<file path="config.mk">
export PLATFORM = sky130hd
export DESIGN_NAME = eeprom_28c256_ctrl
export DESIGN_NICKNAME = d
export VERILOG_FILES = /design/src/rtl/eeprom_28c256_ctrl.sv
export SDC_FILE = /design/constraint.sdc
export NUM_CORES = 1
export LEC_CHECK = 0
export CAP_MARGIN = 20
export CORE_ASPECT_RATIO = 1.75
export CORE_MARGIN = 8
export CORE_UTILIZATION = 48
export DETAILED_ROUTE_END_ITERATION = 6
export PLACE_DENSITY_LB_ADDON = 0.25
export RECOVER_POWER = 100
export SETUP_SLACK_MARGIN = 0.5
export SLEW_MARGIN = 20
export SYNTH_ARGS = -nofsm -noshare
export SYNTH_HDL_FRONTEND = slang
export SYNTH_SLANG_ARGS = --single-unit
</file>
<file path="constraint.sdc">
create_clock -name clk -period 2.2 [get_ports clk]
set_input_delay 0.33 -clock clk [delete_from_list [all_inputs] [get_ports clk]]
set_output_delay 0.33 -clock clk [all_outputs]
set_load 0.02 [all_outputs]
</file>
<file path="src/rtl/eeprom_28c256_ctrl.sv">
// eeprom_28c256_ctrl: host byte read/write master for a 28C256 EEPROM, groups same-page writes, closes pages with DATA# polling.
// Latency: read accept->rsp_valid T_ACC+1 cycles; write rsp_valid after T_BLC idle cycles plus DQ7 poll success or T_WC_MAX timeout.
// Backpressure: req_ready only in IDLE, or in PAGE_OPEN for a write into the open page; all other requests stall until commit.
// Build option: define EE_SDP_EN to prefix each page load with the AA/55/A0 software-data-protection unlock writes.
module eeprom_28c256_ctrl #(
  parameter int T_ACC    = 4,
  parameter int T_WP     = 3,
  parameter int T_BLC    = 100,
  parameter int T_WC_MAX = 10000,
  parameter int T_POLL   = 8
) (
  input  logic        clk,
  input  logic        rst_n,
  input  logic        req_valid,
  output logic        req_ready,
  input  logic        req_we,
  input  logic [14:0] req_addr,
  input  logic [7:0]  req_wdata,
  output logic        rsp_valid,
  output logic [7:0]  rsp_rdata,
  output logic        wr_err,
  output logic [14:0] ee_addr,
  output logic [7:0]  ee_dq_o,
  output logic        ee_dq_oe,
  input  logic [7:0]  ee_dq_i,
  output logic        ee_ce_n,
  output logic        ee_oe_n,
  output logic        ee_we_n
);

  localparam int CMAX_A = (T_ACC > T_WP) ? T_ACC : T_WP;
  localparam int CMAX   = (CMAX_A > T_POLL) ? CMAX_A : T_POLL;
  localparam int CNT_W  = $clog2(CMAX + 1);
  localparam int BLC_W  = $clog2(T_BLC + 1);
  localparam int WC_W   = $clog2(T_WC_MAX + 1);

  localparam logic [CNT_W-1:0] CNT_MAX   = CNT_W'(CMAX);
  localparam logic [CNT_W-1:0] ACC_LAST  = CNT_W'(T_ACC - 1);
  localparam logic [CNT_W-1:0] WP_LAST   = CNT_W'(T_WP - 1);
  localparam logic [CNT_W-1:0] POLL_LAST = CNT_W'(T_POLL - 1);
  localparam logic [BLC_W-1:0] BLC_MAX   = BLC_W'(T_BLC);
  localparam logic [BLC_W-1:0] BLC_LAST  = BLC_W'(T_BLC - 1);
  localparam logic [WC_W-1:0]  WC_MAX    = WC_W'(T_WC_MAX);
  localparam logic [WC_W-1:0]  WC_LAST   = WC_W'(T_WC_MAX - 1);

  typedef enum logic [3:0] {
    S_IDLE,
    S_RD,
    S_RSP,
    S_WR_SETUP,
    S_WR_PULSE,
    S_WR_HOLD,
    S_PAGE_OPEN,
    S_POLL_RD,
    S_POLL_WAIT
  } state_t;

  state_t            state_q, state_d;
  logic [CNT_W-1:0]  cnt_q, cnt_d;
  logic [BLC_W-1:0]  blc_q, blc_d;
  logic [WC_W-1:0]   wc_q, wc_d;
  logic [14:0]       addr_q, addr_d;
  logic [7:0]        dq_q, dq_d;
  logic [7:0]        rdata_q, rdata_d;
  logic              err_q, err_d;
  logic [8:0]        page_q, page_d;
  logic [14:0]       laddr_q, laddr_d;
  logic              lbit7_q, lbit7_d;
`ifdef EE_SDP_EN
  logic              sdp_act_q, sdp_act_d;
  logic [1:0]        sdp_idx_q, sdp_idx_d;
  logic [7:0]        hold_q, hold_d;
`endif

  logic page_hit;
  logic accept;
  logic poll_match;
  logic wc_expired;

  assign page_hit   = req_we && (req_addr[14:6] == page_q);
  assign req_ready  = (state_q == S_IDLE) || ((state_q == S_PAGE_OPEN) && page_hit);
  assign accept     = req_valid && req_ready;
  assign poll_match = (ee_dq_i[7] == lbit7_q);
  assign wc_expired = (wc_q >= WC_LAST);

  assign ee_addr    = addr_q;
  assign ee_dq_o    = dq_q;
  assign rsp_rdata  = rdata_q;
  assign wr_err     = err_q;

  // State register and datapath registers; reset drops every strobe immediately.
  always_ff @(posedge clk or negedge rst_n) begin
    if (!rst_n) begin
      state_q   <= S_IDLE;
      cnt_q     <= '0;
      blc_q     <= '0;
      wc_q      <= '0;
      addr_q    <= '0;
      dq_q      <= '0;
      rdata_q   <= '0;
      err_q     <= 1'b0;
      page_q    <= '0;
      laddr_q   <= '0;
      lbit7_q   <= 1'b0;
`ifdef EE_SDP_EN
      sdp_act_q <= 1'b0;
      sdp_idx_q <= '0;
      hold_q    <= '0;
`endif
    end else begin
      state_q   <= state_d;
      cnt_q     <= cnt_d;
      blc_q     <= blc_d;
      wc_q      <= wc_d;
      addr_q    <= addr_d;
      dq_q      <= dq_d;
      rdata_q   <= rdata_d;
      err_q     <= err_d;
      page_q    <= page_d;
      laddr_q   <= laddr_d;
      lbit7_q   <= lbit7_d;
`ifdef EE_SDP_EN
      sdp_act_q <= sdp_act_d;
      sdp_idx_q <= sdp_idx_d;
      hold_q    <= hold_d;
`endif
    end
  end

  // Next-state, strobe decode and request capture.
  always_comb begin
    state_d   = state_q;
    cnt_d     = cnt_q;
    blc_d     = blc_q;
    wc_d      = wc_q;
    addr_d    = addr_q;
    dq_d      = dq_q;
    rdata_d   = rdata_q;
    err_d     = err_q;
    page_d    = page_q;
    laddr_d   = laddr_q;
    lbit7_d   = lbit7_q;
`ifdef EE_SDP_EN
    sdp_act_d = sdp_act_q;
    sdp_idx_d = sdp_idx_q;
    hold_d    = hold_q;
`endif
    rsp_valid = 1'b0;
    ee_ce_n   = 1'b1;
    ee_oe_n   = 1'b1;
    ee_we_n   = 1'b1;
    ee_dq_oe  = 1'b0;

    case (state_q)
      S_IDLE: ;
      S_RD: begin
        ee_ce_n = 1'b0;
        ee_oe_n = 1'b0;
        if (cnt_q == ACC_LAST) begin
          rdata_d = ee_dq_i;
          cnt_d   = '0;
          state_d = S_RSP;
        end else begin
          cnt_d = cnt_q + CNT_W'(1);
        end
      end
      S_RSP: begin
        rsp_valid = 1'b1;
        state_d   = S_IDLE;
      end
      S_WR_SETUP: begin
        ee_ce_n  = 1'b0;
        ee_dq_oe = 1'b1;
        cnt_d    = '0;
        state_d  = S_WR_PULSE;
      end
      S_WR_PULSE: begin
        ee_ce_n  = 1'b0;
        ee_we_n  = 1'b0;
        ee_dq_oe = 1'b1;
        if (cnt_q == WP_LAST) begin
          cnt_d   = '0;
          state_d = S_WR_HOLD;
        end else if (cnt_q != CNT_MAX) begin
          cnt_d = cnt_q + CNT_W'(1);
        end
      end
      S_WR_HOLD: begin
        ee_ce_n  = 1'b0;
        ee_dq_oe = 1'b1;
        state_d  = S_PAGE_OPEN;
`ifdef EE_SDP_EN
        // Unlock bytes chain straight into the next load; the host byte follows the third.
        if (sdp_act_q) begin
          state_d = S_WR_SETUP;
          if (sdp_idx_q == 2'd2) begin
            sdp_act_d = 1'b0;
            addr_d    = laddr_q;
            dq_d      = hold_q;
          end else begin
            sdp_idx_d = sdp_idx_q + 2'd1;
            addr_d    = (sdp_idx_q == 2'd0) ? 15'h2AAA : 15'h5555;
            dq_d      = (sdp_idx_q == 2'd0) ? 8'h55 : 8'hA0;
          end
        end
`endif
      end
      S_PAGE_OPEN: begin
        if (blc_q != BLC_MAX) blc_d = blc_q + BLC_W'(1);
        if (!accept && (blc_q >= BLC_LAST)) begin
          addr_d  = laddr_q;
          cnt_d   = '0;
          wc_d    = '0;
          state_d = S_POLL_RD;
        end
      end
      S_POLL_RD: begin
        ee_ce_n = 1'b0;
        ee_oe_n = 1'b0;
        if (wc_q != WC_MAX) wc_d = wc_q + WC_W'(1);
        if ((cnt_q == ACC_LAST) && poll_match) begin
          state_d = S_RSP;
        end else if (wc_expired) begin
          err_d   = 1'b1;
          state_d = S_RSP;
        end else if (cnt_q == ACC_LAST) begin
          cnt_d   = '0;
          state_d = S_POLL_WAIT;
        end else begin
          cnt_d = cnt_q + CNT_W'(1);
        end
      end
      S_POLL_WAIT: begin
        if (wc_q != WC_MAX) wc_d = wc_q + WC_W'(1);
        if (wc_expired) begin
          err_d   = 1'b1;
          state_d = S_RSP;
        end else if (cnt_q == POLL_LAST) begin
          cnt_d   = '0;
          state_d = S_POLL_RD;
        end else begin
          cnt_d = cnt_q + CNT_W'(1);
        end
      end
      default: state_d = S_IDLE;
    endcase

    // An accepted request clears the error flag and starts its bus cycle.
    if (accept) begin
      err_d  = 1'b0;
      addr_d = req_addr;
      cnt_d  = '0;
      if (req_we) begin
        dq_d    = req_wdata;
        page_d  = req_addr[14:6];
        laddr_d = req_addr;
        lbit7_d = req_wdata[7];
        blc_d   = '0;
        state_d = S_WR_SETUP;
`ifdef EE_SDP_EN
        if (state_q == S_IDLE) begin
          hold_d    = req_wdata;
          sdp_act_d = 1'b1;
          sdp_idx_d = 2'd0;
          addr_d    = 15'h5555;
          dq_d      = 8'hAA;
        end
`endif
      end else begin
        state_d = S_RD;
      end
    end
  end

endmodule

</file>
==> results.yml, run 1 <==
run_status:
  status: "finished, final reports clean"
sta:
  relSlewSlack_pct: 35.1
  fin_ws_ps: 22.3
  finalHoldViolCount: 0
  setup_viol: 0
  min_period_ps: 2180
  fin_skew_ps: 7.68
  fin_crit_sh_pct: 99.0
  max_freq_mhz: 459
  rsz0062_at_grt: "yes"
  worst_slew_pin_slew_ps: 973
  drv_slew: 0
layout:
  fin_util_pct: 77.1
  drive_above_1_share_pct: 40.4
  diodes: 0
  nets: 569
  area_delta_synth_final_pct: 57.0
cts:
  clk_latency_ps: 340
  cts_tree: "yes"
  ctsHoldBuffers: 0
  max-clock-path-buffers: 2
  clkTransAtPathRegs_ps: 60
  cts_max_level: 3
  cts_root_buffer: "clkbuf_16"
  cts_inserted_buffers: 9
  cts.sinks: 76
global_routing:
  grt_overflow: 0
  grt_antenna_before_repair: 0
  grt_pass1_vias: 3784
  grt_pass1_wl_um: 19700
  grt.total_usage_pct: 21.9
  grt_max_degree: 77
drt:
  ant_nets: 0
  via_per_inst: 6.01
  vias: 3753
  first_pass_iters: 5
  drc_errors: 0
  initialDrtViolationCount: 318
  wire_per_inst_um: 21.8
  totalWireLength_um: 13600
yosys:
  synthMostInstantiatedCell: "dfrtp_1"
  synthTopCellsByArea: "dfrtp_1, mux2_2, mux2i_1"
  syn_area_per_cell_sq_um: 10.7
  synth_fp_nets: 418
  synth_warnings: 0
  ys_top_cells_by_count: "dfrtp_1, nor2_1, nand2_1, mux2_2, o21ai_0"
  syn_area_sq_mm: 0.00403
  synth_top_area_share_pct: 47.2
  synth_area_leader_cell: "dfrtp_1"
  synth_top_flop_cell: "dfrtp_1"
  syn_inst: 376
  seq_area_frac_synth_pct: 47.2
  synth_edf_count: 0
  synth_seq_cells: 76
  synth_cell_types: 61
  async_flop_share_pct: 100
worst_hold_path:
  hold_path_class: "in2async"
pwr:
  p_per_area_mw_per_mm2: 1400
  peakVddDrop_mv: 0.939
  p_leak_nw: 2.84
  finalPower_mw: 8.88
place:
  post-place-ws_ps: -287
  hpwl_um: 7530
  place.gp.congestion: 0.893
  portBuffers: 72
floorplan:
  ios: 73
  die_y_um: 137
  initial_core_util_pct: 49.1
  dieArea_sq_mm: 0.0117
  num_rows: 44
  die_w_um: 85.3
  core_region_area_sq_mm: 0.00820
critical_path:
  path_class: "reg2reg"
  critPathRequiredTime_ps: 2430
  end_kind: "register"
  crit_arrival_ps: 2410
  crit_fanout: 6
  startpoint_type: "register"
job:
  drv_cap: 0
[critical path: stages (launching register included)]
cell and delay (ps):
dfrtp_1 420, ha_1 260, nand3_2 150, a21oi_4 90, or2_4 290, o31a_1 400
buf_4 190, o221a_4 270
[final timing paths]
kind	start	to	slack, ps	cells past startpoint
max reg2reg	wc_q[0]	state_q[2]	20	7
max in group asynchronous	rst_n	state_q[1]	1370	1
min	rst_n	blc_q[1]	130	1
max	wc_q[0]	state_q[2]	20	7
min in group clk	req_addr[10]	ee_addr[10]	410	3
min reg2reg	ee_dq_o[1]	ee_dq_o[1]	490	1
[where the power goes]
part,internal (mW),switching [mW]
logic,2.41,2.36
registers,1.99,0.486
clock network,1.02,0.602
total,5.42,3.45
[state kept, by name, indices dropped and copies added, names as in the netlist]
name	cells
cnt_q	4
laddr_q	6
wc_q	14
page_q	9
blc_q	7
rsp_rdata	8
ee_dq_o	8
wr_err	1
state_q	4
ee_addr	15
[layout make-up]
type                            count  area, sq um
Tap cell                           92          115
Fill cell                         493         1880
Clock inverter                      6         86.3
Clock buffer                       10          239
Timing Repair Buffer              157         1460
Multi-Input combinational cell    275         2490
Sequential cell                    76         1900
Inverter                            8         33.8
[through the flow]
| step | TNS, ps | instance area, sq um | cells | hold WS [ps] |
|---|---|---|---|---|
| after floorplan | 0 | 4090 | 376 | 34.4 |
| after detailed placement | -8140 | 5090 | 559 | 485 |
| after CTS | 0 | 6030 | 602 | 186 |
| after global placement | -5880 | 5090 | 559 | 473 |
| final | 0 | 6330 | 624 | 135 |
| after global routing | 0 | 6330 | 624 | 232 |
[repair_timing]
item | CTS | global route
setup endpoints to repair | 82 | 83
cloned | 3 | 0
resized for setup | 125 | 59
buffers inserted | 24 | 22
pin swaps | 39 | 25
[cell usage in the layout (no fill, tap or decap), types with 9 or more instances in the layout]
master,n
nor2_1,24
o21ai_2,10
buf_6,15
nand2_1,24
buf_4,55
xnor2_1,13
clkdlybuf4s50_1,32
o21ai_0,14
mux2i_1,18
dfrtp_1,75
dlygate4sd3_1,31
clkbuf_16,9
mux2_2,18
nor2_4,12
mux2_4,9
[logic make-up (layout without fill, tap and decap cells)]
group / after synthesis / after routing / synth area share [%]
adder cells (fa/ha/maj): 7 / 7 / 2.17
buffers and inverters: 27 / 181 / 3.85
multiplexers: 50 / 50 / 13.7
AND/OR/NAND/NOR: 131 / 133 / 18.0
flip-flops: 76 / 76 / 47.2
AO/OA/AOI/OAI: 57 / 57 / 8.97
XOR/XNOR: 28 / 28 / 6.09
[layer usage]
metal	vias to the layer above	track usage, %	share of wire [%]
met1	1869	22.1	34
met5	-	0	0
li1	1639	-	-
met3	54	5.02	5.8
met2	191	40.0	55
met4	0	13.0	5.4
No activity file was read; power rests on OpenSTA's default activity.
==> inputs of run 2 (changes only) <==
CAP_MARGIN = unset   (was 20)
HOLD_SLACK_MARGIN = 0.05   (was unset)
==> results of run 2 <==
Same layout as run 1: the final DEF is identical, and so are final timing and power.
